==> src/rtl/scan_test_ctrl.sv <==
// -----------------------------------------------------------------------------
// scan_test_ctrl
//
// Sequencer for a single scan chain of CHAIN_LEN cells. A test loads PATTERN
// serially through TI with TE high, drops TE for CAPTURE_CYCLES functional
// clocks, then raises TE again to shift the captured state out of SO into
// RESPONSE. The response is compared against EXPECT, with MASK bits ignored.
//
// Ports
//   CLK       system clock, rising edge active
//   RESET_N   asynchronous active-low reset
//   START     begin a test (honoured only in IDLE)
//   ABORT     synchronous abort back to IDLE, highest priority
//   PATTERN   load value; cell k receives PATTERN[k]
//   EXPECT    expected captured value per cell
//   MASK      1 = ignore that cell in the compare
//   SO        scan-out of the last cell
//   TE        scan enable to every cell (registered)
//   TI        scan data into cell 0 (registered)
//   RESPONSE  captured value per cell, complete when DONE
//   BUSY      high in every state except IDLE
//   DONE      one-cycle completion pulse
//   PASS      masked compare result, held until the next accepted START
// -----------------------------------------------------------------------------
module scan_test_ctrl #(
  parameter int CHAIN_LEN      = 16,
  parameter int CAPTURE_CYCLES = 1
) (
  input  logic                 CLK,
  input  logic                 RESET_N,
  input  logic                 START,
  input  logic                 ABORT,
  input  logic [CHAIN_LEN-1:0] PATTERN,
  input  logic [CHAIN_LEN-1:0] EXPECT,
  input  logic [CHAIN_LEN-1:0] MASK,
  input  logic                 SO,
  output logic                 TE,
  output logic                 TI,
  output logic [CHAIN_LEN-1:0] RESPONSE,
  output logic                 BUSY,
  output logic                 DONE,
  output logic                 PASS
);

  localparam int MAX_CNT = (CHAIN_LEN > CAPTURE_CYCLES) ? CHAIN_LEN : CAPTURE_CYCLES;
  localparam int CNT_W   = (MAX_CNT > 1) ? $clog2(MAX_CNT) : 1;

  localparam logic [CNT_W-1:0] CNT_ZERO  = {CNT_W{1'b0}};
  localparam logic [CNT_W-1:0] CNT_ONE   = CNT_W'(1);
  localparam logic [CNT_W-1:0] SHIFT_LAST = CNT_W'(CHAIN_LEN - 1);
  localparam logic [CNT_W-1:0] CAP_LAST   = CNT_W'(CAPTURE_CYCLES - 1);

  typedef enum logic [2:0] {
    ST_IDLE    = 3'd0,
    ST_LOAD    = 3'd1,
    ST_CAPTURE = 3'd2,
    ST_UNLOAD  = 3'd3,
    ST_DONE    = 3'd4
  } state_t;

  // Masked compare: a cell fails only if it differs and is not masked.
  function automatic logic masked_match(input logic [CHAIN_LEN-1:0] resp,
                                        input logic [CHAIN_LEN-1:0] exp_v,
                                        input logic [CHAIN_LEN-1:0] msk);
    return (((resp ^ exp_v) & ~msk) == {CHAIN_LEN{1'b0}});
  endfunction

  state_t               state_q,    state_d;
  logic [CNT_W-1:0]     cnt_q,      cnt_d;
  logic [CHAIN_LEN-1:0] shift_q,    shift_d;     // pattern, MSB is next TI bit
  logic [CHAIN_LEN-1:0] expect_q,   expect_d;
  logic [CHAIN_LEN-1:0] mask_q,     mask_d;
  logic [CHAIN_LEN-1:0] response_q, response_d;
  logic                 te_q,       te_d;
  logic                 ti_q,       ti_d;
  logic                 busy_q,     busy_d;
  logic                 done_q,     done_d;
  logic                 pass_q,     pass_d;
  logic [CNT_W-1:0]     resp_idx_s;

  // Unload cycle j writes the pre-edge SO into RESPONSE[CHAIN_LEN-1-j].
  assign resp_idx_s = SHIFT_LAST - cnt_q;

  // Next-state, counter, data path and registered-output computation.
  always_comb begin
    state_d    = state_q;
    cnt_d      = cnt_q;
    shift_d    = shift_q;
    expect_d   = expect_q;
    mask_d     = mask_q;
    response_d = response_q;
    pass_d     = pass_q;

    if (ABORT && (state_q != ST_IDLE)) begin
      state_d = ST_IDLE;
      cnt_d   = CNT_ZERO;
    end else begin
      case (state_q)
        ST_IDLE: begin
          if (START && !ABORT) begin
            shift_d  = PATTERN;
            expect_d = EXPECT;
            mask_d   = MASK;
            pass_d   = 1'b0;
            cnt_d    = CNT_ZERO;
            state_d  = ST_LOAD;
          end else begin
            state_d = ST_IDLE;
          end
        end
        ST_LOAD: begin
          if (cnt_q == SHIFT_LAST) begin
            cnt_d   = CNT_ZERO;
            state_d = ST_CAPTURE;
          end else begin
            cnt_d   = cnt_q + CNT_ONE;
            shift_d = {shift_q[CHAIN_LEN-2:0], 1'b0};
          end
        end
        ST_CAPTURE: begin
          if (cnt_q == CAP_LAST) begin
            cnt_d   = CNT_ZERO;
            state_d = ST_UNLOAD;
          end else begin
            cnt_d = cnt_q + CNT_ONE;
          end
        end
        ST_UNLOAD: begin
          response_d[resp_idx_s] = SO;
          if (cnt_q == SHIFT_LAST) begin
            cnt_d   = CNT_ZERO;
            // Compare the response including the bit written on this edge.
            pass_d  = masked_match(response_d, expect_q, mask_q);
            state_d = ST_DONE;
          end else begin
            cnt_d = cnt_q + CNT_ONE;
          end
        end
        ST_DONE: begin
          state_d = ST_IDLE;
        end
        default: begin
          state_d = ST_IDLE;
          cnt_d   = CNT_ZERO;
        end
      endcase
    end

    // Outputs are a function of the state being entered, so they register
    // cleanly alongside it; TI follows the top of the pattern shifter.
    te_d   = (state_d == ST_LOAD) || (state_d == ST_UNLOAD);
    ti_d   = (state_d == ST_LOAD) ? shift_d[CHAIN_LEN-1] : 1'b0;
    busy_d = (state_d != ST_IDLE);
    done_d = (state_d == ST_DONE);
  end

  // State and output registers; reset forces TE low without waiting for a clock.
  always_ff @(posedge CLK or negedge RESET_N) begin
    if (!RESET_N) begin
      state_q    <= ST_IDLE;
      cnt_q      <= CNT_ZERO;
      shift_q    <= {CHAIN_LEN{1'b0}};
      expect_q   <= {CHAIN_LEN{1'b0}};
      mask_q     <= {CHAIN_LEN{1'b0}};
      response_q <= {CHAIN_LEN{1'b0}};
      te_q       <= 1'b0;
      ti_q       <= 1'b0;
      busy_q     <= 1'b0;
      done_q     <= 1'b0;
      pass_q     <= 1'b0;
    end else begin
      state_q    <= state_d;
      cnt_q      <= cnt_d;
      shift_q    <= shift_d;
      expect_q   <= expect_d;
      mask_q     <= mask_d;
      response_q <= response_d;
      te_q       <= te_d;
      ti_q       <= ti_d;
      busy_q     <= busy_d;
      done_q     <= done_d;
      pass_q     <= pass_d;
    end
  end

  assign TE       = te_q;
  assign TI       = ti_q;
  assign RESPONSE = response_q;
  assign BUSY     = busy_q;
  assign DONE     = done_q;
  assign PASS     = pass_q;

endmodule
==> config.mk <==
export PLATFORM = sky130hd
export DESIGN_NAME = scan_test_ctrl
export DESIGN_NICKNAME = d
export VERILOG_FILES = /design/src/rtl/scan_test_ctrl.sv
export SDC_FILE = /design/constraint.sdc
export NUM_CORES = 1
export LEC_CHECK = 0
export CORE_ASPECT_RATIO = 1.75
export CORE_UTILIZATION = 30
export DETAILED_ROUTE_END_ITERATION = 10
export GPL_TIMING_DRIVEN = 0
export SLEW_MARGIN = 10
export SYNTH_ARGS = -nofsm -noshare
export SYNTH_HDL_FRONTEND = slang
export SYNTH_SLANG_ARGS = --single-unit
==> constraint.sdc <==
create_clock -name CLK -period 2.5 [get_ports CLK]
set_input_delay 0.25 -clock CLK [delete_from_list [all_inputs] [get_ports CLK]]
set_output_delay 0.25 -clock CLK [all_outputs]
set_load 0.01 [all_outputs]
After elaboration in Yosys (flattened, before gate mapping)
Cells that the tools add are included.
{ "word_totals": {"register_bits": 76, "in_bits": 53, "out_inout_bits": 21, "word_cells": 73} }
{ "op_classes": {"add_sub_neg": 2, "order_cmp": 2, "n_eq_ne": 13, "mux": 22, "n_bitwise": 4, "reduce_logical": 18} }
{ "op_table": {"columns": ["op", "count"], "rows": [
  ["16-bit two-way mux", 3],
  ["16-bit case mux with 2 select lines", 1],
  ["16-bit AND", 1],
  ["16-bit bitwise mux", 1],
  ["16-bit logical NOT", 1],
  ["4-bit two-way mux", 4],
  ["16-bit NOT", 1],
  ["4-bit case mux with 4 select lines", 1],
  ["16-bit XOR", 1],
  ["3-bit two-way mux", 4],
  ["3-bit case mux with 4 select lines", 1],
  ["3-bit by 2-bit == test with 1-bit output (second input constant)", 3],
  ["2-bit != test (second input constant)", 4],
  ["4-bit AND reduction", 2],
  ["3-bit by 1-bit == test with 1-bit output (second input constant)", 2],
  ["3-bit == test (second input constant)", 2],
  ["3-bit nonzero test", 2],
  ["4-bit by 5-bit < comparator with 1-bit output (second input constant)", 1],
  ["1-bit two-way mux", 5],
  ["4-bit by 1-bit adder with 4-bit output (second input constant)", 1],
  ["1-bit demux with 4-bit select", 1],
  ["4-bit == test (second input constant)", 1],
  ["4-bit by 1-bit >= comparator with 1-bit output (second input constant)", 1],
  ["4-bit logical NOT", 1],
  ["other kinds (12)", 16]
]} }

Logic depth before layout (Yosys ltp)
Gate-level depths: netlist of the first run.
{ "logic_depth": {"ltp_word": 11, "ltp_mapped": 10, "mapped_depth_nobuf": 8} }

Worst setup path after synthesis of the first run
No wires, ideal clock.
{ "synth_path": {"path_kind": "register to register", "startpoint": "register cnt_q[0]", "endpoint": "register shift_q[10]", "setup_ps": 124, "arrival_ps": 2000, "required_time_ps": 2376, "slack_ps": 375, "stages_incl_launch_ff": 11, "n_path_buf": 3, "synth_period_minus_slack_ps": 2125, "path_cell_list": "dfrtp_1 > inv_1 > ha_1 > buf_2 > nor4bb_1 > nand2_1 > a311oi_2 > and2b_1 > buf_4 > buf_4 > a21oi_1"} }
{ "synth_between": {"elab_chain_len": 3} }
{ "synth_lines": {"columns": ["element", "line", "text"], "rows": [
  ["from (decl)", "69", "logic [CNT_W-1:0] cnt_q, cnt_d;"],
  ["from (signal assigned)", "173", "cnt_q <= cnt_d;"],
  ["4-bit == test", "112", "if (cnt_q == SHIFT_LAST) begin"],
  ["2-bit != test (no line)", null, null],
  ["4-bit AND reduction (no line)", null, null],
  ["to (signal assigned)", "162", "shift_q <= {CHAIN_LEN{1'b0}};"],
  ["to (signal assigned)", "174", "shift_q <= shift_d;"],
  ["to (decl)", "70", "logic [CHAIN_LEN-1:0] shift_q, shift_d;"]
]} }
No other way between the ends.
A chain may end at the register's enable or synchronous reset.

Worst setup path in the final report of the first run
{ "layout_path": {"startpoint": "register cnt_q[1]", "endpoint": "register shift_q[9]"} }
Same word-level chain as after synthesis.

==> impl_metrics.ini, run 1 <==
[power]
swShare_pct = 34.94
cellPowerDensity_nw_per_um2 = 935.0
p_seq_share_pct = 40.5
pwr-share-comb_pct = 32.9
p_int_uw = 3132
vdd_drop_max_mv = 0.3395
p_leak_uw = 0.002270
p_switching_uw = 1682
p_clk_share_pct = 26.6

[logic_synthesis]
ys_seq_elements = 75
async_flop_share_pct = 100.0
synth_area_per_cell_um2 = 9.273
syn-cell-area_um2 = 3876
synthAdderAreaFrac_pct = 1.937
synth_xor_area_share_pct = 1.808
netlist_instances = 418
synth_edf_count = 0
muxShareOfSynthArea_pct = 6.649
synth_top_family_by_area = simple AND/OR/NAND/NOR gates
synth_cell_types = 50
ys_seq_area_share_pct = 48.42
ys.flop_type = dfrtp_1
synth-simple-area-share_pct = 24.79
synth_compound_area_share_pct = 11.72
synth_nets = 477
synth.yosys.warnings = 0

[global_route]
grt_pass1_vias = 3433
grt_max_degree = 39
grt_use_total_pct = 17.38
antenna_found_initial = 0
grt_overflow = 0
grt_first_pass_wirelength_mm = 17.53

[finish]
drive_gt1_share_pct = 11.81
layout.cells.most_common = nand2_1
syn2layout_area_growth_pct = 32.83
nets = 563
antennaDiodeCount = 0
final_cell_mix = 104 x nand2_1, 73 x dfrtp_1, 71 x clkdlybuf4s50_1
fillers = 1220
fin_util_pct = 41.19

[floorplan]
ioPinCount = 74
placementRows = 54
dieArea_um2 = 13400
fp.dieH_um = 152.4
fp.coreArea_um2 = 12500
initial_core_util_pct = 31.01
die_w_um = 87.93

[placed_design]
post-place-ws_ns = -0.04362
io_buffers = 72
dpl.hpwl_mm = 8.099
place_congestion = 0.8577

[timing]
grt_setup_unrepaired = no
fmax_mhz = 422.7
slew_viol_final = 0
timing.final.ws_setup_ns = 0.1343
finalHoldViolCount = 0
finalSetupViolations = 0
finalClockSkew_ns = 0.004029
tightest_slew_ns = 0.6606
fin_crit_ns = 2.366
timing.setup.tns_ns = 0
fin_crit_sh_pct = 94.63
slew-limit-headroom_pct = 55.96

[drt]
post_drt_via_cell_ratio = 4.849
drt-initial-drc-count = 220
antenna_left = 0
drt-wirelength-per-cell_um = 15.89
dr.pass1.iters = 4
dr_total_vias = 3278
drc = 0
drt_wl_total_mm = 10.74

[setup_path]
end_kind = register
cp-start-kind = register
crit_arrival_ns = 2.58
critPathKind = register to register
worstPathRequired_ns = 2.71
crit_path_max_fanout = 10

[cts]
clkSinkCount = 75
clockRootBuffer = clkbuf_16
h-tree-depth = 3
clk_path_buf_depth = 2
cts_tree = done
clk_pin_slew_ns = 0.05
cts_buffers = 9
clkLatencyLatePin_ns = 0.33

[status]
status = completed

[run]
maxCapViolations = 0

[hold_path]
hold_path.class = input pin to async pin
-- worst paths after layout --
kind / startpoint / endpoint / cells after the start / slack [ns]
max in group asynchronous: RESET_N / cnt_q[1] / 3 / 1.48
min in group CLK: EXPECT[7] / expect_q[7] / 3 / 0.44
setup reg to reg: cnt_q[1] / shift_q[9] / 10 / 0.13
setup / recovery: cnt_q[1] / shift_q[9] / 10 / 0.13
hold reg to reg: mask_q[4] / mask_q[4] / 2 / 0.48
hold / removal: RESET_N / expect_q[4] / 2 / 0.42
-- Yosys cell counts, types with 2 or more instances --
cell type	number	area [um2]
nand2_1	104	390.4
dfrtp_1	75	1877
nor2_1	31	116.4
a21oi_1	22	110.1
a22oi_1	15	112.6
clkbuf_1	15	56.30
mux2_2	14	157.7
o21ai_0	12	60.06
inv_1	10	37.54
mux2i_1	10	100.1
nand3b_1	10	75.07
nand3_1	9	45.04
buf_2	7	35.03
ha_1	6	75.07
nor3_1	6	30.03
a311oi_1	4	35.03
buf_4	4	30.03
nand2b_1	4	25.02
nand4_1	4	25.02
nor4b_1	4	35.03
or3b_2	4	35.03
xnor2_1	4	35.03
xor2_1	4	35.03
nor3b_1	3	22.52
nor4_1	3	18.77
nor4bb_1	3	30.03
a21o_1	2	15.01
a31oi_1	2	12.51
and3_1	2	12.51
buf_6	2	22.52
nor2b_1	2	12.51
o211ai_1	2	15.01
or4_1	2	15.01
-- flip-flops by register name (all words and copies together), names as in the netlist --
name and flops:
RESPONSE 16, expect_q 16, mask_q 16, shift_q 15, cnt_q 4, state_q 3
BUSY 1, DONE 1, PASS 1, TE 1, TI 1
-- power groups by stage --
stage,sequential [uW],combinational [uW],clock [uW]
final,1950,1580,1280
after global routing,2020,1770,1360
after CTS,1940,1570,1300
after detailed placement,1970,1560,0
after global placement,1950,1500,0
after floorplan,1890,1070,0
-- critical path, stage by stage, from the launching register on --
cell and delay, ns:
dfrtp_2 0.46, inv_2 0.11, ha_1 0.14, buf_2 0.20
nor4bb_1 0.29, nand2_1 0.14, a311oi_2 0.28, and2b_1 0.18
buf_4 0.17, buf_4 0.19, a21oi_1 0.08
-- metrics by stage --
stage          instances  area, um2  hold WS [ns]  total power [uW]
3_5_place_dp         659       4825        0.2478              3521
4_1_cts              675       5127        0.4302              4813
2_1_floorplan        418       3876      -0.04559              2954
6_report             676       5149        0.4248              4814
3_3_place_gp         658       4807        0.4624              3450
5_1_grt              676       5149        0.4453              5146
-- per-layer routing --
layer  vias to the layer above  part of all wire (%)  GRT usage [%]
li1                       1610                     -              -
met1                      1583                    40          19.99
met2                        70                    54          30.42
met3                        15                   3.2          2.925
met4                         0                   2.9          8.197
met5                         -                     0              0
-- logic make-up after synthesis --
logic type | Yosys count
AOI/OAI and AO/OA | 69
xor gates and xnor gates | 8
adders and majority gates | 6
buffers and inverters | 38
DFF | 75
muxes | 24
and+or+nand+nor | 198
-- area by class of cell --
cell class	instances	area, um2	share of cell area, %
multi-input combinational	305	1829	35.53
clock inverter	5	53.80	1.045
tap	168	210.2	4.083
sequential	75	1879	36.50
inverter	10	37.54	0.7290
buffer	28	143.9	2.795
timing repair buffer	75	755.7	14.68
clock buffer	10	239.0	4.642
-- repair_timing --
item / CTS / global route
hold buffers: 1 / 0
setup buffers: 0 / 1
gates resized for setup: 0 / 6
endpoints found under the setup margin: 0 / 16
endpoints found under the hold margin: 37 / 0
(Power assumes the default switching activity.)
==> run 2, diff against run 1 <==
--- a/config.mk
+++ b/config.mk
@@ -9,6 +9,8 @@
 export CORE_UTILIZATION = 30
 export DETAILED_ROUTE_END_ITERATION = 10
 export GPL_TIMING_DRIVEN = 0
+export PLACE_DENSITY = 0.56
+export SKIP_LAST_GASP = 1
 export SLEW_MARGIN = 10
 export SYNTH_ARGS = -nofsm -noshare
 export SYNTH_HDL_FRONTEND = slang
==> run 2 against run 1 <==
Clock skew barely moved. Design area rose by 0.22%. Sequential cell count did not move. Clock power fell by 5%. Total power fell by 1.2%. First-iteration DRC count fell by 13%. Maximum frequency rose by 0.61%. Register-to-register slack barely moved. Largest cell class unchanged. Highest routed layer unchanged.
==> impl_metrics.ini, run 2 (synthesis gave the netlist of run 1 again) <==
[cts]
h-tree-depth = 3
clkLatencyLatePin_ns = 0.33
clk_path_buf_depth = 2
cts_tree = done
clockRootBuffer = clkbuf_16
clkSinkCount = 75
clk_pin_slew_ns = 0.06
cts_buffers = 9

[setup_path]
r2r_start = cnt_q[1]
ff2ff_setup_slack_ns = 0.15
r2r-end = PASS
end_kind = register
critPathKind = register to register
worstPathRequired_ns = 2.74
crit_arrival_ns = 2.59
critPathLaunch = cnt_q[1]
cp-start-kind = register
crit_path_max_fanout = 7
r2r_cells = 8

[timing]
hold-worst-slack_ns = 0.4133
tightest_slew_ns = 0.6140
slew-limit-headroom_pct = 59.07
finalSetupViolations = 0
slew_viol_final = 0
timing.final.ws_setup_ns = 0.1486
grt_setup_unrepaired = no
fin_crit_sh_pct = 94.06
finalHoldViolCount = 0
finalClockSkew_ns = 0.003780
fmax_mhz = 425.3
fin_crit_ns = 2.351

[finish]
antennaDiodeCount = 0
nets = 564
layout.cells.most_common = nand2_1
syn2layout_area_growth_pct = 33.12
post-route-cell-area_um2 = 5160
fillers = 1279
drive_gt1_share_pct = 11.96
fin_util_pct = 41.28
final_cell_mix = 103 x nand2_1, 73 x dfrtp_1, 71 x clkdlybuf4s50_1

[floorplan]
fp.coreArea_um2 = 12500
dieArea_um2 = 13400
placementRows = 54
die_w_um = 87.93
ioPinCount = 74
initial_core_util_pct = 31.01
fp.dieH_um = 152.4

[drt]
antenna_left = 0
route.met3.wl_um = 382
drc = 0
wl_met1_mm = 4.363
dr_total_vias = 3308
drt-wirelength-per-cell_um = 15.82
dr.pass1.iters = 4
top_layer_used = met4
drt-initial-drc-count = 192
dr_wl_met2_mm = 5.777
post_drt_via_cell_ratio = 4.879
drt_wl_total_mm = 10.73

[placed_design]
place_congestion = 0.8214
io_buffers = 72
dpl_cell_area_um2 = 4825
dpl.hpwl_mm = 8.170
post-place-ws_ns = -0.0008327

[global_route]
grt_pass1_vias = 3349
grt_first_pass_wirelength_mm = 17.27
antenna_found_initial = 0
grt_use_total_pct = 17.24
grt_overflow = 0
grt_max_degree = 43

[power]
vdd_drop_max_mv = 0.3734
fin_total_pwr_uw = 4758
p_leak_uw = 0.002263
cellPowerDensity_nw_per_um2 = 922.0

[status]
status = completed

[hold_path]
hold_path.class = input pin to async pin

[run]
maxCapViolations = 0
## run 2: layer usage
metal  GRT usage, %  up-vias
met5              0        -
met3          3.088       15
met2          30.71       77
met4          5.543        0
met1          20.36     1597
li1               -     1619
## run 2: how the worst max path moves through the flow
stage                   to  slack, ns  cells after the start
2_1_floorplan  shift_q[10]       0.38                     10
3_3_place_gp    shift_q[7]      -1.55                      1
3_5_place_dp    shift_q[7]    -0.0008                     10
4_1_cts        shift_q[10]      0.007                      8
5_1_grt               PASS      0.009                      8
6_report              PASS       0.15                      8
## run 2: cell type report
type,count,area [um2],share of cell area [%]
tap,168,210.2,4.074
inverter,10,37.54,0.7274
clock inverter,1,7.507,0.1455
buffer,28,147.6,2.861
clock buffer,15,267.8,5.189
sequential,75,1879,36.42
timing repair buffer,76,763.2,14.79
multi-input combinational,305,1847,35.79
## run 2: metrics by stage
step           setup TNS [ns]  std cells
3_3_place_gp          -116.03        658
4_1_cts                     0        676
2_1_floorplan               0        418
3_5_place_dp       -0.0008327        659
6_report                    0        678
5_1_grt                     0        678
## run 2: repair_timing
action                                  in CTS  in global routing
endpoints found under the setup margin       8                 16
cloned                                       0                  0
pin swaps                                    0                  2
hold buffers                                 1                  0
resized for setup                            1                 11
setup buffers                                0                  2
hold endpoints to repair                    33                  0
## run 2: power breakdown
| part | internal (uW) | switching [uW] | total, uW |
|---|---|---|---|
| Clock | 728 | 479 | 1210 |
| Combinational | 715 | 880 | 1600 |
| Sequential | 1650 | 310 | 1960 |
## run 2: critical path, stage by stage (launching register included)
cell and delay, ns:
dfrtp_2 0.43, ha_1 0.17, buf_4 0.16, nor3b_4 0.28
nor4b_1 0.11, or4_1 0.51, a311oi_1 0.25, nand4_1 0.14
o31ai_2 0.20
==> run 3, diff against run 2 <==
--- a/config.mk
+++ b/config.mk
@@ -9,7 +9,6 @@
 export CORE_UTILIZATION = 30
 export DETAILED_ROUTE_END_ITERATION = 10
 export GPL_TIMING_DRIVEN = 0
-export PLACE_DENSITY = 0.56
 export SKIP_LAST_GASP = 1
 export SLEW_MARGIN = 10
 export SYNTH_ARGS = -nofsm -noshare
==> results of run 3 <==
Same layout as run 1: the final DEF is identical, and so are final timing and power.
